===== config.mk =====
export PLATFORM = sky130hd
export DESIGN_NAME = scatter
export DESIGN_NICKNAME = d
export VERILOG_FILES = /design/src/rtl/scatter_pkg.sv /design/src/rtl/scatter_demultiplex.sv /design/src/rtl/scatter.sv
export SDC_FILE = /design/constraint.sdc
export NUM_CORES = 1
export LEC_CHECK = 0
export CORE_UTILIZATION = 38
export DETAILED_ROUTE_END_ITERATION = 8
export PLACE_DENSITY = 0.77
export SLEW_MARGIN = 10
export SYNTH_ARGS = -nofsm -noshare
export SYNTH_HDL_FRONTEND = slang
export SYNTH_SLANG_ARGS = --single-unit

===== constraint.sdc =====
create_clock -name clk -period 1.7 [get_ports clk]
set_clock_uncertainty 0.1 [all_clocks]
set_input_delay 0.17 -clock clk [delete_from_list [all_inputs] [get_ports clk]]
set_output_delay 0.17 -clock clk [all_outputs]
set_load 0.01 [all_outputs]

===== src/rtl/scatter_pkg.sv =====
`default_nettype none
// ============================================================================
// Module      : scatter_pkg
// Description : Shared definitions for the scatter block. Holds the state
//               encoding and the tag-index width rule. The tagged word layout
//               is {index, data}, with the index in the MSBs. The gather side
//               uses the same layout, so both ends agree on it.
// Revision    : 1.0  initial release
// ============================================================================
package scatter_pkg;

    // Frame state: collecting words, or releasing them to the output ports.
    typedef enum logic [0:0] {
        ST_FILL  = 1'b0,
        ST_DRAIN = 1'b1
    } scatter_state_t;

    // Width of the index field for a frame of n words. It is never narrower
    // than one bit.
    function automatic int idx_width(input int n);
        return (n <= 2) ? 1 : $clog2(n);
    endfunction

endpackage : scatter_pkg
`default_nettype wire


===== src/rtl/scatter_demultiplex.sv =====
`default_nettype none
// ============================================================================
// Module      : scatter_demultiplex
// Description : Splits a tagged {index, data} word. Decodes the index into a
//               one-hot slot select and flags whether the index addresses a
//               real slot. This is the counterpart of the gather-side
//               multiplex.
// Revision    : 1.0  initial release
// ============================================================================
module scatter_demultiplex
    import scatter_pkg::*;
#(
    parameter int W = 8,
    parameter int N = 2,
    localparam int AW = idx_width(N)
) (
    input  logic [AW+W-1:0] word,
    output logic [W-1:0]    data,
    output logic [N-1:0]    sel,
    output logic            in_range
);

    logic [AW-1:0] w_idx;

    assign w_idx = word[AW+W-1 -: AW];
    assign data  = word[W-1:0];

    // Indices past the last slot can only occur when N is not a power of two.
    // For those indices the select stays all-zero and in_range is low.
    assign in_range = (32'(w_idx) < 32'(N));

    // One decoder output per slot.
    generate
        for (genvar i = 0; i < N; i++) begin : g_sel
            localparam logic [AW-1:0] c_idx = AW'(i);
            assign sel[i] = (w_idx == c_idx);
        end
    endgenerate

endmodule : scatter_demultiplex
`default_nettype wire


===== src/rtl/scatter.sv =====
`default_nettype none
// ============================================================================
// Module      : scatter
// Description : Collects one frame of N tagged words. Each word lands in the
//               slot named by its index, in any arrival order. When the frame
//               is complete, all N ports are released at once. Each port then
//               drains on its own handshake. No new word is accepted until
//               every port has drained.
// Revision    : 1.0  initial release
// ============================================================================
module scatter
    import scatter_pkg::*;
#(
    parameter int W = 8,
    parameter int N = 2,
    localparam int AW = idx_width(N)
) (
    input  logic            clk,
    input  logic            rst,
    input  logic            s_stb,
    input  logic [AW+W-1:0] s_dat,
    output logic            s_rdy,
    output logic [N-1:0]    m_stb,
    output logic [N*W-1:0]  m_dat,
    input  logic [N-1:0]    m_rdy
);

    scatter_state_t r_state;
    logic [N-1:0]   r_full;
    logic [N-1:0]   r_pend;
    logic [W-1:0]   r_slot [N];

    logic [W-1:0]   w_data;
    logic [N-1:0]   w_sel;
    logic           w_in_range;
    logic           w_slot_taken;
    logic           w_accept;
    logic [N-1:0]   w_fill_we;
    logic [N-1:0]   w_full_fill;
    logic [N-1:0]   w_hs;
    logic [N-1:0]   w_pend_drain;

    scatter_demultiplex #(
        .W (W),
        .N (N)
    ) u_demux (
        .word     (s_dat),
        .data     (w_data),
        .sel      (w_sel),
        .in_range (w_in_range)
    );

    // The slot addressed by the incoming word already holds a word for this
    // frame. A duplicate index therefore waits for the next frame.
    assign w_slot_taken = |(w_sel & r_full);

    // Out-of-range words are always taken and then dropped. In-range words
    // are taken only while their slot is still empty.
    assign s_rdy = (r_state == ST_FILL) && (!w_in_range || !w_slot_taken);

    assign w_accept    = s_stb && s_rdy;
    assign w_fill_we   = (w_accept && w_in_range) ? w_sel : '0;
    assign w_full_fill = r_full | w_fill_we;

    // Per-port handshakes. pend is zero outside DRAIN, so these are inert
    // during FILL.
    assign w_hs         = r_pend & m_rdy;
    assign w_pend_drain = r_pend & ~w_hs;

    // Frame FSM with the full/pend bookkeeping.
    always_ff @(posedge clk or negedge rst) begin
        if (!rst) begin
            r_state <= ST_FILL;
            r_full  <= '0;
            r_pend  <= '0;
        end else begin
            case (r_state)
                ST_FILL: begin
                    r_full <= w_full_fill;
                    // Release on the same edge that accepts the last word.
                    if (&w_full_fill) begin
                        r_state <= ST_DRAIN;
                        r_pend  <= '1;
                    end
                end
                ST_DRAIN: begin
                    r_pend <= w_pend_drain;
                    r_full <= r_full & ~w_hs;
                    // Return to FILL on the edge where the last ports finish.
                    if (w_pend_drain == '0) begin
                        r_state <= ST_FILL;
                    end
                end
                default: begin
                    r_state <= ST_FILL;
                end
            endcase
        end
    end

    // Slot storage. Each slot holds its value until the next frame
    // overwrites it.
    generate
        for (genvar i = 0; i < N; i++) begin : g_slot
            // Capture the word addressed to this slot.
            always_ff @(posedge clk or negedge rst) begin
                if (!rst) begin
                    r_slot[i] <= '0;
                end else if (w_fill_we[i]) begin
                    r_slot[i] <= w_data;
                end
            end

            assign m_dat[i*W +: W] = r_slot[i];
        end
    endgenerate

    assign m_stb = r_pend;

endmodule : scatter
`default_nettype wire


==> results.toml, run 1 <==
[grt]
antenna_found_initial = 0
overflow = 0
grt_start_max_net_pins = 22
first_global_vias = 644
grt_first_pass_wirelength_um = 3050
track_usage_pct = 16.0

[clock_tree]
cts.sinks = 21
cts_tree = "built"
cts_buffer_depth = 2
cts-hold-fix-buffers = 0
cts_root_buf = "clkbuf_4"
clk_pin_slew_ns = 0.11
cts-buffers-inserted = 3
clock_latency_ns = 0.29
h-tree-depth = 1
cts_setup_buffers = 0
post_cts_resized = 1

[floorplan]
fp.dieW_um = 50.0
start_util_pct = 40.0
die_h_um = 50.0
ios = 33
coreArea_mm2 = 0.00219
die_area_mm2 = 0.00250
rows = 17

[setup_path]
r2r_setup_slack_ns = 0.15
reg2regPathDepth = 4
timing.rr.end = "m_dat[5]$_DFFE_PN0P_"
arrival_ns = 1.33
required_ns = 1.43
critPathMaxFanout = 4
startpoint = "r_full[0]$_DFF_PN0_"
cp_cell_sequence = "nor2b_1 > a211oi_1 > dlygate4sd2_1"
critPathCaptureType = "output port"
cp_slowest_cell = "dfrtp_1"
endpoint = "s_rdy"
rr_startpoint = "r_full[0]$_DFF_PN0_"
path_class = "reg -> out"
cp-start-kind = "flop"
max_stage_delay_ns = 0.42

[power]
powerDensity_mw_per_mm2 = 1700
vdd_drop_max_mv = 0.995
p_leak_uw = 0.000550

[timing]
period_needed_ns = 1.60
rsz0062_at_grt = "false"
setup_ws_ns = 0.104
worstMarginPinSlew_ns = 0.349
slew_viol_final = 0
setup_viol = 0
hold_viol = 0
period_share_pct = 93.9
max_slew_margin_pct = 76.5
max_freq_ghz = 0.627

[detailed_routing]
wl_per_cell_um = 13.1
drc = 0
vias = 634
wirelength_um = 1740
ant_nets = 0
avgViaCountPerCell = 4.80
first_iter_violations = 9
dr.pass1.iters = 4

[cells_and_area]
finalNonFillerCells = 132
finalNetCount = 119
layout-drive-gt1-share_pct = 27.9
diodes = 0
final_cell_mix = "31 x clkdlybuf4s50_1, 21 x dfrtp_1, 16 x mux2_2"
layout_commonest_cell = "clkdlybuf4s50_1"
area_growth_syn_to_layout_pct = 49.1
fillers = 184

[placement]
post-place-ws_ns = -0.107
dp_hpwl_um = 1300
place_congestion = 0.780
dp_cells = 128
port_buffers = 32

[synthesis]
postSynthCellCount = 63
synth_warnings = 0
synth.distinct_cells = 16
synth_top_cells_by_area = "dfrtp_1 60%, mux2_2 21%, nand2_1 3.0%"
syn_area_um2 = 877
synth.avg_cell_area_um2 = 13.9
ys_seq_area_share_pct = 59.9
ys_seq_elements = 21
synth.net_count = 77
synth_top_area_share_pct = 59.9
yosysTopAreaCell = "dfrtp_1"

[job]
drv_cap = 0

[min_path]
hp-class = "in -> async"

[status]
outcome = "finished, final reports clean"
## through the flow
stage	area (um^2)	util [%]	total power, uW	hold WS (ns)	TNS, ns
final	1310	59.7	2230	0.102	0
after global routing	1310	59.7	2380	0.129	0
after floorplan	877	-	1400	-0.226	0
after detailed placement	1280	58.5	2020	0.399	-1.15
after global placement	1280	58.5	1990	0.389	-0.931
after CTS	1310	59.7	2250	0.100	0
## metal layers
| metal | GRT usage [%] | vias to the layer above | wire length (um) |
|---|---|---|---|
| met5 | 0 | - | 0 |
| met2 | 24.4 | 20 | 785 |
| li1 | - | 307 | - |
| met3 | 3.09 | 0 | 91 |
| met1 | 23.5 | 307 | 858 |
| met4 | 2.86 | 0 | 0 |
## logic make-up (layout without fill, tap and decap cells)
group                  after synthesis  in the layout  synth area share (%)
and+or+nand+nor                     16             16                  11.4
buffers and inverters                2             43                  1.85
AOI/OAI and AO/OA                    7              7                  5.14
DFF                                 21             21                  59.9
muxes                               17             17                  21.7
## power breakdown
group	internal, uW	leakage [uW]	switching, uW	total (uW)
Clock	87.5	0.0000177	145	232
Sequential	744	0.000253	163	907
Combinational	698	0.000280	391	1090
## synth_stat cells
| cell type | n |
|---|---|
| dfrtp_1 | 21 |
| mux2_2 | 16 |
| nand2_1 | 7 |
| nand2b_1 | 3 |
| o21a_1 | 3 |
| a21oi_1 | 2 |
| nor2_1 | 2 |
| a211oi_1 | 1 |
| and4bb_2 | 1 |
| buf_2 | 1 |
| buf_6 | 1 |
| mux2i_1 | 1 |
| nand3_1 | 1 |
| nor2b_1 | 1 |
| nor4b_4 | 1 |
| o21ai_0 | 1 |
## worst min path at each step
| stage | from | end | slack [ns] |
|---|---|---|---|
| finish | rst | m_dat[14]$_DFFE_PN0P_ | 0.10 |
| global route | rst | m_dat[6]$_DFFE_PN0P_ | 0.13 |
| CTS | rst | m_dat[0]$_DFFE_PN0P_ | 0.10 |
| detailed placement | m_dat[14]$_DFFE_PN0P_ | m_dat[14]$_DFFE_PN0P_ | 0.40 |
| global placement | m_dat[12]$_DFFE_PN0P_ | m_dat[12]$_DFFE_PN0P_ | 0.39 |
| floorplan | rst | m_dat[0]$_DFFE_PN0P_ | -0.23 |
## registers in the layout, summed over array words and instances (netlist names)
| name | count |
|---|---|
| r_full | 2 |
| r_state | 1 |
| m_dat | 16 |
| m_stb | 2 |
## final cells by class
| class | count | area [um^2] | share of cell area (%) |
|---|---|---|---|
| Sequential cell | 21 | 526 | 40.2 |
| Timing Repair Buffer | 39 | 384 | 29.4 |
| Multi-Input combinational cell | 40 | 335 | 25.6 |
| Tap cell | 28 | 35.0 | 2.68 |
| Clock buffer | 3 | 22.5 | 1.72 |
| Clock inverter | 1 | 5.00 | 0.383 |
## critical path, delay by kind of cell, from the launching register on
kind	cells	cell delay, ns
flip-flops	1	0.42
buffers and inverters	1	0.29
AO/OA/AOI/OAI	1	0.18
AND/OR/NAND/NOR	1	0.14
Power figures use the tool's default switching activity.
==> run 2, diff against run 1 <==
Settings changed: CORE_MARGIN from default to 8.
Clock period 1.7 ns to 1.4 ns, I/O delays scaled along.
==> results.toml, run 2 (synthesis gave the netlist of run 1 again) <==
[floorplan]
start_util_pct = 40.0
rows = 17
die_h_um = 64.0
die_area_mm2 = 0.00410
ios = 33
coreArea_mm2 = 0.00219
fp.dieW_um = 64.0

[detailed_routing]
dr.pass1.iters = 2
avgViaCountPerCell = 4.79
ant_nets = 0
vias = 647
wirelength_um = 1970
wl_per_cell_um = 14.6
drc = 0
first_iter_violations = 6

[timing]
slew_viol_final = 0
whs_ns = 0.0784
rsz0062_at_grt = "true"
worstMarginPinSlew_ns = 0.258
period_needed_ns = 1.50
max_slew_margin_pct = 82.7
max_freq_ghz = 0.665
period_share_pct = 107
setup_viol = 16
hold_viol = 0
timing.setup.tns_ns = -1.03
setup_ws_ns = -0.104

[clock_tree]
cts_tree = "built"
cts_root_buf = "clkbuf_4"
clk_pin_slew_ns = 0.11
clock_latency_ns = 0.29
cts-buffers-inserted = 3
cts_buffer_depth = 2
cts.sinks = 21
h-tree-depth = 1
cts-hold-fix-buffers = 0

[cells_and_area]
finalNetCount = 122
layout_commonest_cell = "dfrtp_1"
largest_reg_flops = 16
area_growth_syn_to_layout_pct = 52.6
final_cell_mix = "21 x dfrtp_1, 18 x dlygate4sd2_1, 13 x clkdlybuf4s50_1"
layout-drive-gt1-share_pct = 29.9
diodes = 0
finalNonFillerCells = 135

[grt]
gr-max-usage-layer = "met2"
grtUsageMet2_pct = 15.4
grt_start_max_net_pins = 22
first_global_vias = 749
antenna_found_initial = 0
met1_usage_pct = 11.8
track_usage_pct = 10.1
overflow = 0
gr-usage-met3_pct = 5.23
grt_first_pass_wirelength_um = 3390

[placement]
port_buffers = 32
place_congestion = 0.716
dp_hpwl_um = 1530
dp_cells = 130

[setup_path]
reg2regPathDepth = 4
timing.rr.end = "m_dat[7]$_DFFE_PN0P_"
r2r_setup_slack_ns = -0.10
required_ns = 1.48
critPathCaptureType = "flop"
path_class = "reg -> reg"
critPathMaxFanout = 9
rr_startpoint = "r_full[0]$_DFF_PN0_"
cp-start-kind = "flop"
arrival_ns = 1.59
startpoint = "r_full[0]$_DFF_PN0_"

[status]
outcome = "complete, but fails checks"
violations = "setup timing"

[power]
power_uw = 2630
p_leak_uw = 0.000620
powerDensity_mw_per_mm2 = 1970
vdd_drop_max_mv = 1.03

[min_path]
hp-class = "in -> async"

[job]
drv_cap = 0
run 2: cell types whose count changed in the layout (fill, tap and decap cells not counted), moves of 5 or more:
cell,change
mux2_4,+8
clkdlybuf4s50_1,-18
dlygate4sd2_1,+17
buf_6,+5
mux2_2,-8
run 2: worst max path at each step:
| stage | end | slack [ns] | cells past startpoint |
|---|---|---|---|
| after global placement | m_dat[2]$_DFFE_PN0P_ | -0.36 | 5 |
| after global routing | m_dat[7]$_DFFE_PN0P_ | -0.16 | 4 |
| final | m_dat[7]$_DFFE_PN0P_ | -0.10 | 4 |
| after detailed placement | m_dat[7]$_DFFE_PN0P_ | -0.39 | 5 |
| after CTS | m_dat[2]$_DFFE_PN0P_ | -0.1 | 4 |
| after floorplan | m_dat[0]$_DFFE_PN0P_ | -0.16 | 3 |
run 2: metrics by stage:
stage | setup slack [ns] | area, um^2 | util, %
3_5_place_dp | -0.394 | 1310 | 60.0
3_3_place_gp | -0.357 | 1310 | 60.0
6_report | -0.104 | 1340 | 61.1
2_1_floorplan | -0.156 | 913 | -
5_1_grt | -0.157 | 1340 | 61.1
4_1_cts | -0.0954 | 1340 | 60.9
run 2: final cells by class:
type / count / area [um^2]
clock buffer: 4 / 26.3
fill: 196 / 852
timing repair buffer: 42 / 387
tap: 28 / 35.0
sequential: 21 / 526
multi-input combinational: 40 / 365
run 2: layer usage:
layer,wire length [um],part of all wire [%]
met1,864,44
met2,882,45
met3,198,10
met4,27,1.4
met5,0,0
run 2: worst max-delay path, stage by stage, from the launching register on:
cell     delay [ns]
dfrtp_1        0.41
buf_6          0.14
nor4b_4        0.22
buf_6          0.18
mux2_2         0.34
run 2: power breakdown:
group | switching (uW) | internal (uW)
Combinational | 514 | 758
Sequential | 182 | 904
Clock | 164 | 111
run 2: what timing repair did:
| action | CTS | global route |
|---|---|---|
| setup buffers | 1 | 0 |
| endpoints found under the setup margin | 38 | 18 |
| gates cloned | 0 | 0 |
| pin swaps | 1 | 1 |
| resized for setup | 27 | 1 |
==> run 3, diff against run 2 <==
Settings changed: CORE_UTILIZATION 38 to 45, PLACE_DENSITY 0.77 to 0.85.
Clock period 1.4 ns to 1.83 ns, I/O delays scaled along.
==> results.toml, run 3 (synthesis gave the netlist of run 1 again) <==
[status]
outcome = "finished, final reports clean"

[detailed_routing]
first_iter_violations = 11
vias = 621
wl_per_cell_um = 14.5
ant_nets = 0
dr.pass1.iters = 4
wirelength_um = 1870
drc = 0
avgViaCountPerCell = 4.81

[cells_and_area]
layout-drive-gt1-share_pct = 26.5
finalNetCount = 117
diodes = 0
fillers = 137
layout_commonest_cell = "clkdlybuf4s50_1"
final_area_mm2 = 0.00128
area_growth_syn_to_layout_pct = 45.8
largest_reg_flops = 16
final_cell_mix = "31 x clkdlybuf4s50_1, 20 x dfrtp_1, 16 x mux2_2"

[power]
p_comb_share_pct = 48.2
p_sw_uw = 640
seq_power_share_pct = 41.4
p_leak_uw = 0.000533
p_sw_share_pct = 31.4
vdd_drop_max_mv = 1.08
pwr-share-clk_pct = 10.5
powerDensity_mw_per_mm2 = 1590
intPower_uw = 1400

[floorplan]
ios = 33
fp.dieW_um = 60.2
die_area_mm2 = 0.00362
coreArea_mm2 = 0.00190
rows = 16
die_h_um = 60.2
start_util_pct = 46.1

[job]
drv_cap = 0

[clock_tree]
cts_root_buf = "clkbuf_4"
cts-buffers-inserted = 3
clock_latency_ns = 0.29
cts_setup_buffers = 0
h-tree-depth = 1
cts-hold-fix-buffers = 0
post_cts_resized = 2
cts.sinks = 21
cts_tree = "built"
cts_buffer_depth = 2
clk_pin_slew_ns = 0.11

[setup_path]
cp_slowest_cell = "dfrtp_1"
path_class = "reg -> out"
cp-start-kind = "flop"
cp_cell_sequence = "nor2b_1 > a211oi_1 > dlygate4sd2_1"
critPathMaxFanout = 2
arrival_ns = 1.32
max_stage_delay_ns = 0.39
critPathCaptureType = "output port"
timing.rr.end = "m_dat[9]$_DFFE_PN0P_"
required_ns = 1.55
r2r_setup_slack_ns = 0.27
reg2regPathDepth = 2
rr_startpoint = "r_state$_DFF_PN0_"

[placement]
place_congestion = 0.740
dpl_cell_area_mm2 = 0.00125
post-place-ws_ns = -0.0531
dp_hpwl_um = 1470
port_buffers = 32

[grt]
grt_first_pass_wirelength_um = 3230
grtUsageMet2_pct = 18.3
overflow = 0
met1_usage_pct = 13.7
antenna_found_initial = 0
gr-max-usage-layer = "met2"
first_global_vias = 692
gr-usage-met3_pct = 6.02
track_usage_pct = 11.7
grt_start_max_net_pins = 22

[timing]
setup_ws_ns = 0.222
hold_viol = 0
worstMarginPinSlew_ns = 0.394
period_needed_ns = 1.61
slew_viol_final = 0
max_freq_ghz = 0.622
rsz0062_at_grt = "false"
max_slew_margin_pct = 73.5
setup_viol = 0
period_share_pct = 87.8

[min_path]
hp-class = "in -> async"
-- run 3: cell count changes in the layout (fill, tap and decap cells not counted), sizes merged --
| cell | previous run | this run |
|---|---|---|
| buf | 11 | 5 |
| clkdlybuf4s50 | 13 | 31 |
| dlygate4sd2 | 18 | 1 |
-- run 3: layout make-up --
cell class	count	area (um^2)	share of cell area, %
clock buffer	4	26.3	2.05
multi-input combinational	40	335	26.2
sequential	21	527	41.2
tap	27	33.8	2.64
timing repair buffer	37	357	27.9
-- run 3: critical path, delay by kind of cell, from the launching register on --
kind | cells | cell delay [ns]
AND/OR/NAND/NOR | 1 | 0.13
buffers and inverters | 1 | 0.30
flip-flops | 1 | 0.39
AO/OA/AOI/OAI | 1 | 0.22
-- run 3: worst max path at each step --
| stage | endpoint | cells after the start | slack [ns] | startpoint |
|---|---|---|---|---|
| after floorplan | m_dat[0]$_DFFE_PN0P_ | 3 | 0.27 | r_state$_DFF_PN0_ |
| after global placement | m_dat[1]$_DFFE_PN0P_ | 5 | -0.004 | s_dat[8] |
| after detailed placement | s_rdy | 4 | -0.05 | s_dat[8] |
| after CTS | s_rdy | 3 | 0.21 | r_full[0]$_DFF_PN0_ |
| after global routing | s_rdy | 3 | 0.08 | r_full[0]$_DFF_PN0_ |
| final | s_rdy | 3 | 0.22 | r_full[0]$_DFF_PN0_ |
-- run 3: metal layers --
metal | vias to the layer above | part of all wire [%]
met1 | 301 | 41
met3 | 2 | 11
met5 | - | 0
met4 | 0 | 0.75
li1 | 298 | -
met2 | 20 | 47
-- run 3: per-stage QoR --
stage | power [uW] | hold slack [ns] | instances | util [%] | setup TNS, ns
final | 2040 | 0.113 | 129 | 67.2 | 0
after global placement | 1830 | 0.389 | 125 | 65.9 | -0.0170
after detailed placement | 1860 | 0.395 | 125 | 65.9 | -0.333
after CTS | 2070 | 0.118 | 129 | 67.2 | 0
after global routing | 2180 | 0.135 | 129 | 67.2 | 0
after floorplan | 1300 | -0.213 | 63 | - | 0
-- run 3: power groups by stage --
stage	registers (uW)	logic, uW	clock network (uW)
final	842	981	213
after global routing	877	1060	240
after global placement	847	979	0
after floorplan	926	375	0
after detailed placement	853	1010	0
after CTS	846	1000	223
==> variant (config.mk and constraints of run 1) <==
`W` is set to 8 in 2 places; all go to 10.
--- a/src/rtl/scatter_demultiplex.sv
+++ b/src/rtl/scatter_demultiplex.sv
@@ -12,3 +12,3 @@
 #(
-    parameter int W = 8,
+    parameter int W = 10,
     parameter int N = 2,
--- a/src/rtl/scatter.sv
+++ b/src/rtl/scatter.sv
@@ -13,3 +13,3 @@
 #(
-    parameter int W = 8,
+    parameter int W = 10,
     parameter int N = 2,
Ports: changed (resized m_dat and s_dat); port bits go from 33 to 39. No check against the original RTL was run, so the function may have changed too.
==> variant against run 1 <==
  * Routed wire length grew 25%
  * Sequential cell count grew 4
  * Clock power grew 13%
  * Power grew 22%
  * Synthesized area grew 24%
  * Sequential power grew 20%
  * Setup slack lost 0.016 ns
  * Worst hold slack gained 0.0061 ns
  * Final area grew 21%
  * Final cell count grew 13%
  * Critical path type unchanged
==> variant: results (changes against run 1) <==
Logic synthesis
  • Seq/Total Area, Yosys: 0.576 (-0.0231)
  • Synth cell count leaders: dfrtp_1, mux2_2, mux2_4, nand2_1
  • Syn_nets: 88 (+14%)
  • Netlist cell types: 16 (unchanged)
  • Synth area leaders: dfrtp_1, mux2_4, mux2_2
  • Asr flop ratio synth: 1.00 (unchanged)

Placed design
  • IO Port Bufs: 38 (+19%)
  • DP Area: 1550 um^2 (+21%)
  • Routability congestion estimate: 0.817 (+4.8%)
  • Dpl hpwl: 1580 um (+21%)
  • Worst slack at placement: -0.303 ns (-0.195 ns)

Setup path
  • Max incr delay on CP: 0.40 ns (-0.02 ns)
  • Top cell family by delay on the critical path: flip-flops
  • Slowest-stage cell, CP: dfrtp_1
  • Worst Path Max Fanout: 2 (-2)
  • Arr. time, crit path: 1.34 ns
  • Reg-to-reg setup timing slack: 0.10 ns (-0.05 ns)

Finish
  • Ant. Diodes: 0 (unchanged)
  • Share of layout cells above drive strength 1: 0.280 (+0.000815)
  • Fin nets: 135 (+13%)
  • Max reg flops: 20 (+4)

Clock network
  • Clock Tree Buf Depth: 2 (unchanged)
  • Clock transition at path regs: 0.13 ns (+0.02 ns)
  • Clk root buf: clkbuf_4
  • Total CTS buffers: 3 (unchanged)
  • Setup Fix Bufs, Post-CTS: 0 (unchanged)

Global route
  • Global-route wire length before repair: 3710 um (+22%)
  • Antenna violations before repair: 0 (unchanged)
  • Largest net degree at the start of global routing: 26 (+18%)
  • Gr usage total: 0.154 (-0.00546)
  • M3 GR Usage: 0.0468 (+0.0160)
  • Grt met1 use: 0.215 (-0.0201)
  • Vias in the first global route: 791 (+23%)
  • Met2 usage: 0.232 (-0.0121)

Power and ir drop
  • Leak: 0.000673 uW (+22%)
  • Peak VDD IR: 0.940 mV (-5.5%)

Timing
  • Setup WS post-layout: 0.0881 ns (-0.0164 ns)
  • Worst-Margin Slew: 0.368 ns (+0.0191 ns)
  • Worst hold slack: 0.108 ns (+0.00613 ns)

Outcome
  • Outcome: completed

Route
  • Via count: 725 (+14%)
  • WL/cell: 14.5 um (+10%)
  • DRT Pass-1 Iters: 2 (-2)
  • Detailed Route Iter0 Violations: 12 (+3)

Worst hold path
  • Hold Path Class: input port to asynchronous set/reset pin
==> variant: cell count changes after synthesis, sizes merged <==
cell,delta
and4bb,-1
buf,+1
dfrtp,+4
mux2,+4
nor4bb,+1
==> variant: cell families after synthesis <==
group | count (synthesis) | share of synthesized area
multiplexers | 21 | 0.248
AND/OR/NAND/NOR | 16 | 0.104
flip-flops | 25 | 0.576
AO/OA/AOI/OAI | 7 | 0.0415
buffers and inverters | 3 | 0.0311
==> variant: repair_timing <==
| item | in CTS | in global routing |
|---|---|---|
| pin swaps | 0 | 0 |
| resized for setup | 2 | 2 |
| setup endpoints to repair | 1 | 1 |
==> variant: area by class of cell <==
class | instances | area (um^2)
fill | 242 | 1150
sequential | 25 | 626
timing repair buffer | 45 | 457
multi-input combinational | 44 | 432
tap | 31 | 38.8
clock buffer | 4 | 26.3
==> variant: per-stage QoR <==
stage	cells	setup TNS (ns)
after floorplan	72	0
after global placement	145	-1.59
after detailed placement	145	-2.51
after CTS	149	0
after global routing	149	0
final	149	0
==> variant: path summary, 6_finish.rpt <==
kind,from,to,depth (start not counted)
max,r_full[0],s_rdy,3
min,rst,m_dat[19],2
max reg2reg,r_state,m_dat[19],3
min reg2reg,m_dat[19],m_dat[19],1
max in group asynchronous,rst,m_dat[3],2
min in group clk,s_dat[8],m_dat[18],2
==> variant: where the power goes <==
group          internal (uW)  switching [uW]
Combinational            903             473
Sequential               887             206
Clock                   91.4             171
Total                   1880             849
==> variant: metal layers <==
metal / up-vias / share of wire / wire [um]
met5: - / 0 / 0
met4: 0 / 0.0065 / 14
li1: 344 / - / -
met3: 2 / 0.065 / 141
met2: 30 / 0.45 / 970
met1: 349 / 0.48 / 1040
==> variant: worst reg2reg max path, cell delays in order (launching register included) <==
cell      delay, ns
dfrtp_1        0.49
nor4bb_4       0.37
buf_12         0.19
mux2_2         0.34
